==> config.mk <==
export PLATFORM = sky130hd
export DESIGN_NAME = alu_mul_seq
export DESIGN_NICKNAME = d
export VERILOG_FILES = /design/src/rtl/alu_mul_seq.sv
export SDC_FILE = /design/constraint.sdc
export NUM_CORES = 1
export LEC_CHECK = 0
export BUFFER_PORTS_ARGS = -buffer_cell sky130_fd_sc_hd__clkbuf_2
export CAP_MARGIN = 10
export CORE_ASPECT_RATIO = 2
export CORE_UTILIZATION = 40
export DETAILED_ROUTE_END_ITERATION = 16
export GPL_TIMING_DRIVEN = 0
export HOLD_SLACK_MARGIN = 0.08
export PLACE_DENSITY_LB_ADDON = 0.05
export SLEW_MARGIN = 20
export SYNTH_ARGS = -nofsm -noshare
export SYNTH_HDL_FRONTEND = slang
export SYNTH_SLANG_ARGS = --single-unit
==> constraint.sdc <==
create_clock -name clk_i -period 2.5 [get_ports clk_i]
set_input_delay 0.125 -clock clk_i [delete_from_list [all_inputs] [get_ports clk_i]]
set_output_delay 0.125 -clock clk_i [all_outputs]
set_load 0.01 [all_outputs]
==> src/rtl/alu_mul_seq.sv <==
// Sequential 32x32->32 unsigned multiplier that drives the external single-cycle ALU with shift-and-add.
// Optional build macro EARLY_TERM_EN: leave CALC as soon as no multiplier bits remain.
module alu_mul_seq #(
    parameter int unsigned WIDTH = 32,
    parameter int unsigned CNT_W = 5
) (
    input  logic             clk_i,
    input  logic             rst_i,
    input  logic             start_i,
    input  logic [WIDTH-1:0] op_a_i,
    input  logic [WIDTH-1:0] op_b_i,
    input  logic             set_status_i,
    output logic             busy_o,
    output logic             done_o,
    output logic [WIDTH-1:0] result_o,
    output logic [3:0]       status_o,
    output logic [WIDTH-1:0] alu_data1_o,
    output logic [WIDTH-1:0] alu_data2_o,
    output logic [1:0]       alu_opcode_o,
    output logic             alu_signed_o,
    output logic             alu_set_status_o,
    input  logic [WIDTH-1:0] alu_data_i,
    input  logic [3:0]       alu_status_i
);

    localparam logic [1:0] S_IDLE  = 2'd0;
    localparam logic [1:0] S_CALC  = 2'd1;
    localparam logic [1:0] S_FLAGS = 2'd2;
    localparam logic [1:0] S_DONE  = 2'd3;

    localparam logic [1:0] OP_ADD = 2'd0;
    localparam logic [1:0] OP_MOV = 2'd2;

    logic [1:0]       state_q, state_d;
    logic [WIDTH-1:0] acc_q, acc_d;
    logic [WIDTH-1:0] mcand_q, mcand_d;
    logic [WIDTH-1:0] mplier_q, mplier_d;
    logic [CNT_W-1:0] cnt_q, cnt_d;
    logic             set_st_q, set_st_d;
    logic [WIDTH-1:0] result_q, result_d;
    logic [3:0]       status_q, status_d;
    logic             busy_q, busy_d;
    logic             done_q, done_d;
    logic             last_iter;
    logic             unused_alu_cv;

    // The ALU's own C/V are not meaningful for a multiply and are never forwarded.
    assign unused_alu_cv = ^alu_status_i[1:0];

    always_comb begin
        state_d          = state_q;
        acc_d            = acc_q;
        mcand_d          = mcand_q;
        mplier_d         = mplier_q;
        cnt_d            = cnt_q;
        set_st_d         = set_st_q;
        result_d         = result_q;
        status_d         = status_q;
        alu_data1_o      = '0;
        alu_data2_o      = '0;
        alu_opcode_o     = OP_MOV;
        alu_set_status_o = 1'b0;

        last_iter = (cnt_q == CNT_W'(WIDTH - 1));
`ifdef EARLY_TERM_EN
        last_iter = last_iter || (mplier_q[WIDTH-1:1] == '0);
`else
        last_iter = last_iter;
`endif

        case (state_q)
            S_IDLE: begin
                if (start_i) begin
                    mcand_d  = op_a_i;
                    mplier_d = op_b_i;
                    acc_d    = '0;
                    cnt_d    = '0;
                    set_st_d = set_status_i;
                    state_d  = S_CALC;
                end
            end
            S_CALC: begin
                alu_opcode_o = OP_ADD;
                alu_data1_o  = acc_q;
                alu_data2_o  = mcand_q;
                if (mplier_q[0]) begin
                    acc_d = alu_data_i;
                end
                mcand_d  = mcand_q << 1;
                mplier_d = mplier_q >> 1;
                cnt_d    = cnt_q + 1'b1;
                if (last_iter) begin
                    state_d = S_FLAGS;
                end
            end
            S_FLAGS: begin
                // A MOV of the accumulator makes the ALU derive N/Z of the final product.
                alu_opcode_o     = OP_MOV;
                alu_data2_o      = acc_q;
                alu_set_status_o = 1'b1;
                result_d         = alu_data_i;
                if (set_st_q) begin
                    status_d = {alu_status_i[3], alu_status_i[2], 1'b0, 1'b0};
                end
                state_d = S_DONE;
            end
            S_DONE: begin
                state_d = S_IDLE;
            end
            default: begin
                state_d = S_IDLE;
            end
        endcase

        busy_d = (state_d == S_CALC) || (state_d == S_FLAGS);
        done_d = (state_d == S_DONE);
    end

    always_ff @(posedge clk_i) begin
        if (rst_i) begin
            state_q  <= S_IDLE;
            acc_q    <= '0;
            mcand_q  <= '0;
            mplier_q <= '0;
            cnt_q    <= '0;
            set_st_q <= 1'b0;
            result_q <= '0;
            status_q <= '0;
            busy_q   <= 1'b0;
            done_q   <= 1'b0;
        end else begin
            state_q  <= state_d;
            acc_q    <= acc_d;
            mcand_q  <= mcand_d;
            mplier_q <= mplier_d;
            cnt_q    <= cnt_d;
            set_st_q <= set_st_d;
            result_q <= result_d;
            status_q <= status_d;
            busy_q   <= busy_d;
            done_q   <= done_d;
        end
    end

    assign busy_o       = busy_q;
    assign done_o       = done_q;
    assign result_o     = result_q;
    assign status_o     = status_q;
    assign alu_signed_o = 1'b0;

endmodule

==> flow_summary.ini, run 1 <==
[logic_synthesis]
synthMostInstantiatedCell = dfxtp_1
netlist_area_um2 = 6300
yosys-top-cells-count = 140 x dfxtp_1, 102 x nor2_1, 66 x mux2i_1
netlist_top_cells_area = dfxtp_1 44%, mux2i_1 10%, nor2_1 6.1%
synthCells = 716
yosys_register_bits = 140
ys.flop_type = dfxtp_1
yosysSeqAreaShare_pct = 44.5
yosys.area.top_type = dfxtp_1
yosysWarnings = 0
syn_avg_cell_area_um2 = 8.80
yosysTopAreaCellShare_pct = 44.5
async_flop_share_pct = 0
synth_edf_count = 0
synth_cell_types = 33

[floorplan]
die_area_um2 = 16300
core_um2 = 15400
fp-row-count = 64
start_util_pct = 41.0
die_x_um = 90.7
die_h_um = 179
ios = 210

[setup_path]
crit_path_end_kind = output port
crit_required_ps = 2380
cp_data_arrival_time_ps = 2240
cp-start-kind = register
worstSetupPathType = register to output port
r2r_cells = 7
path_max_fanout = 10
ff2ff_setup_slack_ps = 590

[global_routing]
grt_pass1_vias = 6641
gr-usage-all-layers_pct = 26.8
grt-ovfl-total = 0
grt_pass1_wl_mm = 33.9
grt_max_degree = 17
antenna_found_initial = 0

[hold_path]
hold_path.class = input pin to register
whs_path_depth = 4

[drt]
antenna_left = 0
viasPerCell = 5.14
wire_per_inst_um = 17.2
first_pass_iters = 6
wl_mm = 21.4
vias = 6422
drt_iter0_markers = 255
drc_errors = 0

[clock_tree]
cts_buffer_depth = 2
clk_pin_slew_ps = 60
cts_tree = yes
numCtsBuffers = 17
clk_latency_ps = 430
root_buffer = clkbuf_16
clock_sink_count = 140
postCtsSetupBuffers = 0
cts-htree-levels = 4

[run]
cap_violations = 0

[placement]
dp_hpwl_mm = 15.9
place.gp.congestion = 0.820
dpl_cell_area_um2 = 7570
port_buffers = 202

[sta]
relSlewSlack_pct = 54.0
clock-skew-final_ps = 14.8
period_needed_ps = 2360
fmax_ghz = 0.423
tightest_slew_ps = 682
final.period_utilization_pct = 94.5
setup_violations = 0
fin_setup_tns_ps = 0
rsz0062_at_grt = no
hold_violations = 0
maxSlewViolCount = 0

[finish]
fin_area_um2 = 9200
regArea_um2 = 2800
multiInputGateArea_um2 = 3090
diodes = 0
nets = 1150
fillers = 1447
drive_above_1_share_pct = 26.6
area_growth_pct = 46.1

[pwr]
p_leak_nw = 3.83
worst_ir_drop_vdd_mv = 0.521
powerDensity_nw_per_um2 = 682

[status]
outcome = finished clean
[metal layers]
metal	up-vias	track usage [%]	part of all wire, %	wire length (µm)
met5	-	0	0	0
met2	197	53.1	57	12300
met1	3004	26.0	36	7690
met4	0	11.9	3.0	652
li1	3181	-	-	-
met3	40	4.74	3.9	832
[kinds of logic (layout without fill, tap and decap cells)]
| kind of cell | count (synthesis) | count (layout) | synth area share, % |
|---|---|---|---|
| buffers and inverters | 78 | 410 | 6.69 |
| other | 1 | 4 | 0.0595 |
| multiplexers | 67 | 67 | 10.7 |
| AND/OR/NAND/NOR | 281 | 281 | 21.7 |
| AO/OA/AOI/OAI | 142 | 142 | 15.0 |
| XOR/XNOR | 1 | 1 | 0.139 |
| adder cells (fa/ha/maj) | 6 | 6 | 1.19 |
| flip-flops | 140 | 140 | 44.5 |
[critical path: stages (launching register included)]
cell and delay, ps:
dfxtp_1 340, inv_1 120, ha_1 180, buf_2 160, clkbuf_1 490, a22oi_1 180, nor2b_1 190, clkbuf_2 160
[report_power, final]
part	switching, mW	internal, mW
Sequential	0.106	2.39
Clock	0.975	1.71
Combinational	0.617	0.489
Total	1.70	4.58
[per-stage QoR]
stage / instances / hold slack [ps] / worst slack [ps] / power [mW] / utilization, %
2_1_floorplan: 719 / 272 / 874 / 3.15 / -
3_3_place_gp: 1119 / 368 / 478 / 3.48 / 49.2
3_5_place_dp: 1119 / 373 / 452 / 3.51 / 49.2
4_1_cts: 1249 / 145 / 48.1 / 6.31 / 59.8
5_1_grt: 1249 / 176 / 13.2 / 6.53 / 59.9
6_report: 1249 / 157 / 138 / 6.28 / 59.9
[cells in the final DEF, fill, tap and decap left out, types with 2 or more instances in the layout]
cell type      netlist  layout
inv_1                4       4
buf_6                8       8
buf_2               25      21
a21oi_1             36      36
clkbuf_8             0       2
buf_4               10      10
nand2_1             40      40
nor2b_1             34      34
and2_1              33      33
nand3_1              5       5
dfxtp_1            140     140
clkbuf_1            28      25
a211oi_1            33      33
o22ai_1             30      30
dlygate4sd3_1        0     100
bufinv_16            0       4
clkinvlp_4           0       4
clkbuf_2             0     204
a22oi_1             37      37
nand4_1             32      32
conb_1               1       4
ha_1                 6       6
clkbuf_4             0       4
clkbuf_16            0      17
clkinv_2             0       2
buf_1                3       4
mux2i_1             66      66
nand2b_1             3       3
nor3_1              29      29
nor2_1             102     102
[flip-flops by register name, indices dropped and copies added, names as in the netlist]
signal and cells:
acc_q 32, busy_o 1, cnt_q 5, done_o 1, mcand_q 32, mplier_q 32, result_o 32, set_st_q 1
state_q 2, status_o 2
[repair_timing]
action / CTS / global route
setup endpoints to repair: 1 / 39
resized for setup: 1 / 7
pin swaps: 0 / 0
hold endpoints to repair: 131 / 0
hold buffers: 100 / 0
[worst paths after layout]
| path | start | endpoint |
|---|---|---|
| min reg2reg | acc_q[10] | acc_q[10] |
| max reg2reg | cnt_q[0] | busy_o |
| max | state_q[0] | alu_data2_o[3] |
| min | start_i | set_st_q |
[area by class of cell]
type                            instances  share of cell area [%]
Multi-Input combinational cell        501                    33.5
Timing Repair Buffer                  302                    21.9
Clock buffer                           19                    4.92
Tap cell                              198                    2.69
Clock inverter                         11                    1.84
Buffer                                 74                    4.55
Sequential cell                       140                    30.5
Inverter                                4                   0.163
No activity file was read; power rests on OpenSTA's default activity.
==> run 2: changes to the inputs <==
--- a/config.mk
+++ b/config.mk
@@ -5,8 +5,8 @@
 export SDC_FILE = /design/constraint.sdc
 export NUM_CORES = 1
 export LEC_CHECK = 0
-export BUFFER_PORTS_ARGS = -buffer_cell sky130_fd_sc_hd__clkbuf_2
-export CAP_MARGIN = 10
+export BUFFER_PORTS_ARGS = -buffer_cell sky130_fd_sc_hd__buf_2
+export CAP_MARGIN = 20
 export CORE_ASPECT_RATIO = 2
 export CORE_UTILIZATION = 40
 export DETAILED_ROUTE_END_ITERATION = 16
==> run 2 against run 1 <==
Against the previous run:
- non-clock buffer count is 1 lower
- critical path depth grew 1
- combinational power hardly changed
- register-to-register slack got worse by 30 ps
- die area unchanged
- worst setup slack worse by 28 ps
- clock power decreased by 9.7%
- cell count barely moved
- clock skew shrank 4.8 ps
- sequential power is essentially flat
- routed wire length rose by 1.3%
- critical path type unchanged
==> flow_summary.ini, run 2 (synthesis gave the netlist of run 1 again) <==
[setup_path]
crit_start = state_q[1]
ff2ff_setup_slack_ps = 560
crit_required_ps = 2380
cp_data_arrival_time_ps = 2270
worstSetupPathType = register to output port
path_max_fanout = 10
crit_path_end_kind = output port
r2r_start = state_q[0]
r2r_cells = 8
cp-start-kind = register

[finish]
final_cell_mix = 223 x buf_2, 140 x dfxtp_1, 102 x nor2_1, 99 x dlygate4sd3_1, 66 x mux2i_1
nets = 1149
regArea_um2 = 2800
fillers = 1453
multiInputGateArea_um2 = 3090
final_common_cell = buf_2
diodes = 0
drive_above_1_share_pct = 26.6
fin_util_pct = 59.4
area_growth_pct = 45.0

[hold_path]
hold_path.class = input pin to register
min_from = op_b_i[5]
whs_path_depth = 3

[global_routing]
grt_pass1_vias = 6918
gr-usage-all-layers_pct = 27.2
antenna_found_initial = 0
grt-ovfl-total = 0
grt_max_degree = 17
grt_pass1_wl_mm = 34.4

[floorplan]
die_h_um = 179
die_x_um = 90.7
die_area_um2 = 16300
start_util_pct = 41.0
fp-row-count = 64
core_um2 = 15400
ios = 210

[sta]
period_needed_ps = 2390
relSlewSlack_pct = 47.8
final.period_utilization_pct = 95.6
hold_violations = 0
tightest_slew_ps = 783
clock-skew-final_ps = 9.99
maxSlewViolCount = 0
fmax_ghz = 0.418
setup_violations = 0

[drt]
drt_iter0_markers = 248
antenna_left = 0
wl_mm = 21.7
wire_per_inst_um = 17.4
first_pass_iters = 7
vias = 6491
viasPerCell = 5.19
drc_errors = 0

[clock_tree]
clk_latency_ps = 430
numCtsBuffers = 17
clk_pin_slew_ps = 60
root_buffer = clkbuf_16
cts_buffer_depth = 2
cts-htree-levels = 4
clock_sink_count = 140
postCtsSetupBuffers = 0
cts_tree = yes

[run]
cap_violations = 0

[placement]
place.gp.congestion = 0.816
dp_hpwl_mm = 16.0
port_buffers = 202

[pwr]
p_leak_nw = 3.87
worst_ir_drop_vdd_mv = 0.506
powerDensity_nw_per_um2 = 658
p_total_mw = 6.01

[status]
outcome = finished clean
-- run 2: worst max-delay path, cell delays in order, from the launching register on --
cell	delay, ps
dfxtp_1	350
inv_1	90
ha_1	200
buf_2	230
clkbuf_4	240
clkbuf_4	270
a22oi_1	90
nor2b_1	200
buf_2	170
-- run 2: layout make-up --
cell class	instances	area share, %
buffer	74	4.59
clock buffer	20	4.89
clock inverter	12	1.25
inverter	4	0.164
multi-input combinational	501	33.8
sequential	140	30.7
tap	198	2.71
timing repair buffer	301	21.9
-- run 2: report_power, final --
part           internal (mW)  total (mW)  switching (mW)
Combinational          0.489        1.11           0.618
Clock                   1.40        2.42            1.01
Sequential              2.38        2.49           0.103
Total                   4.27        6.01            1.74
-- run 2: per-stage QoR --
stage	setup WS (ps)	cell area (µm²)	setup TNS, ps	instances	hold slack, ps
global route	-0.213	9130	-0.213	1250	82.8
finish	109	9130	0	1250	68.5
global placement	488	7570	0	1119	375
detailed placement	458	7570	0	1119	389
floorplan	874	6310	0	719	272
CTS	13.4	9120	0	1250	81.4
-- run 2: worst paths after layout --
kind,endpoint
worst min-delay path,mplier_q[5]
worst max register to register,acc_q[4]
worst max-delay path,alu_data2_o[24]
worst min register to register,status_o[3]
-- run 2: metal layers --
metal	up-vias	global-route usage [%]	part of all wire, %
met1	3057	26.1	36
met2	211	52.3	56
met5	-	0	0
met3	57	5.20	4.1
li1	3166	-	-
met4	0	15.7	4.6
-- run 2: timing repair --
action | 4_1_cts | 5_1_grt
pin swaps | 0 | 0
setup endpoints to repair | 1 | 37
resized for setup | 1 | 6
hold buffers | 99 | 0
endpoints found under the hold margin | 130 | 0
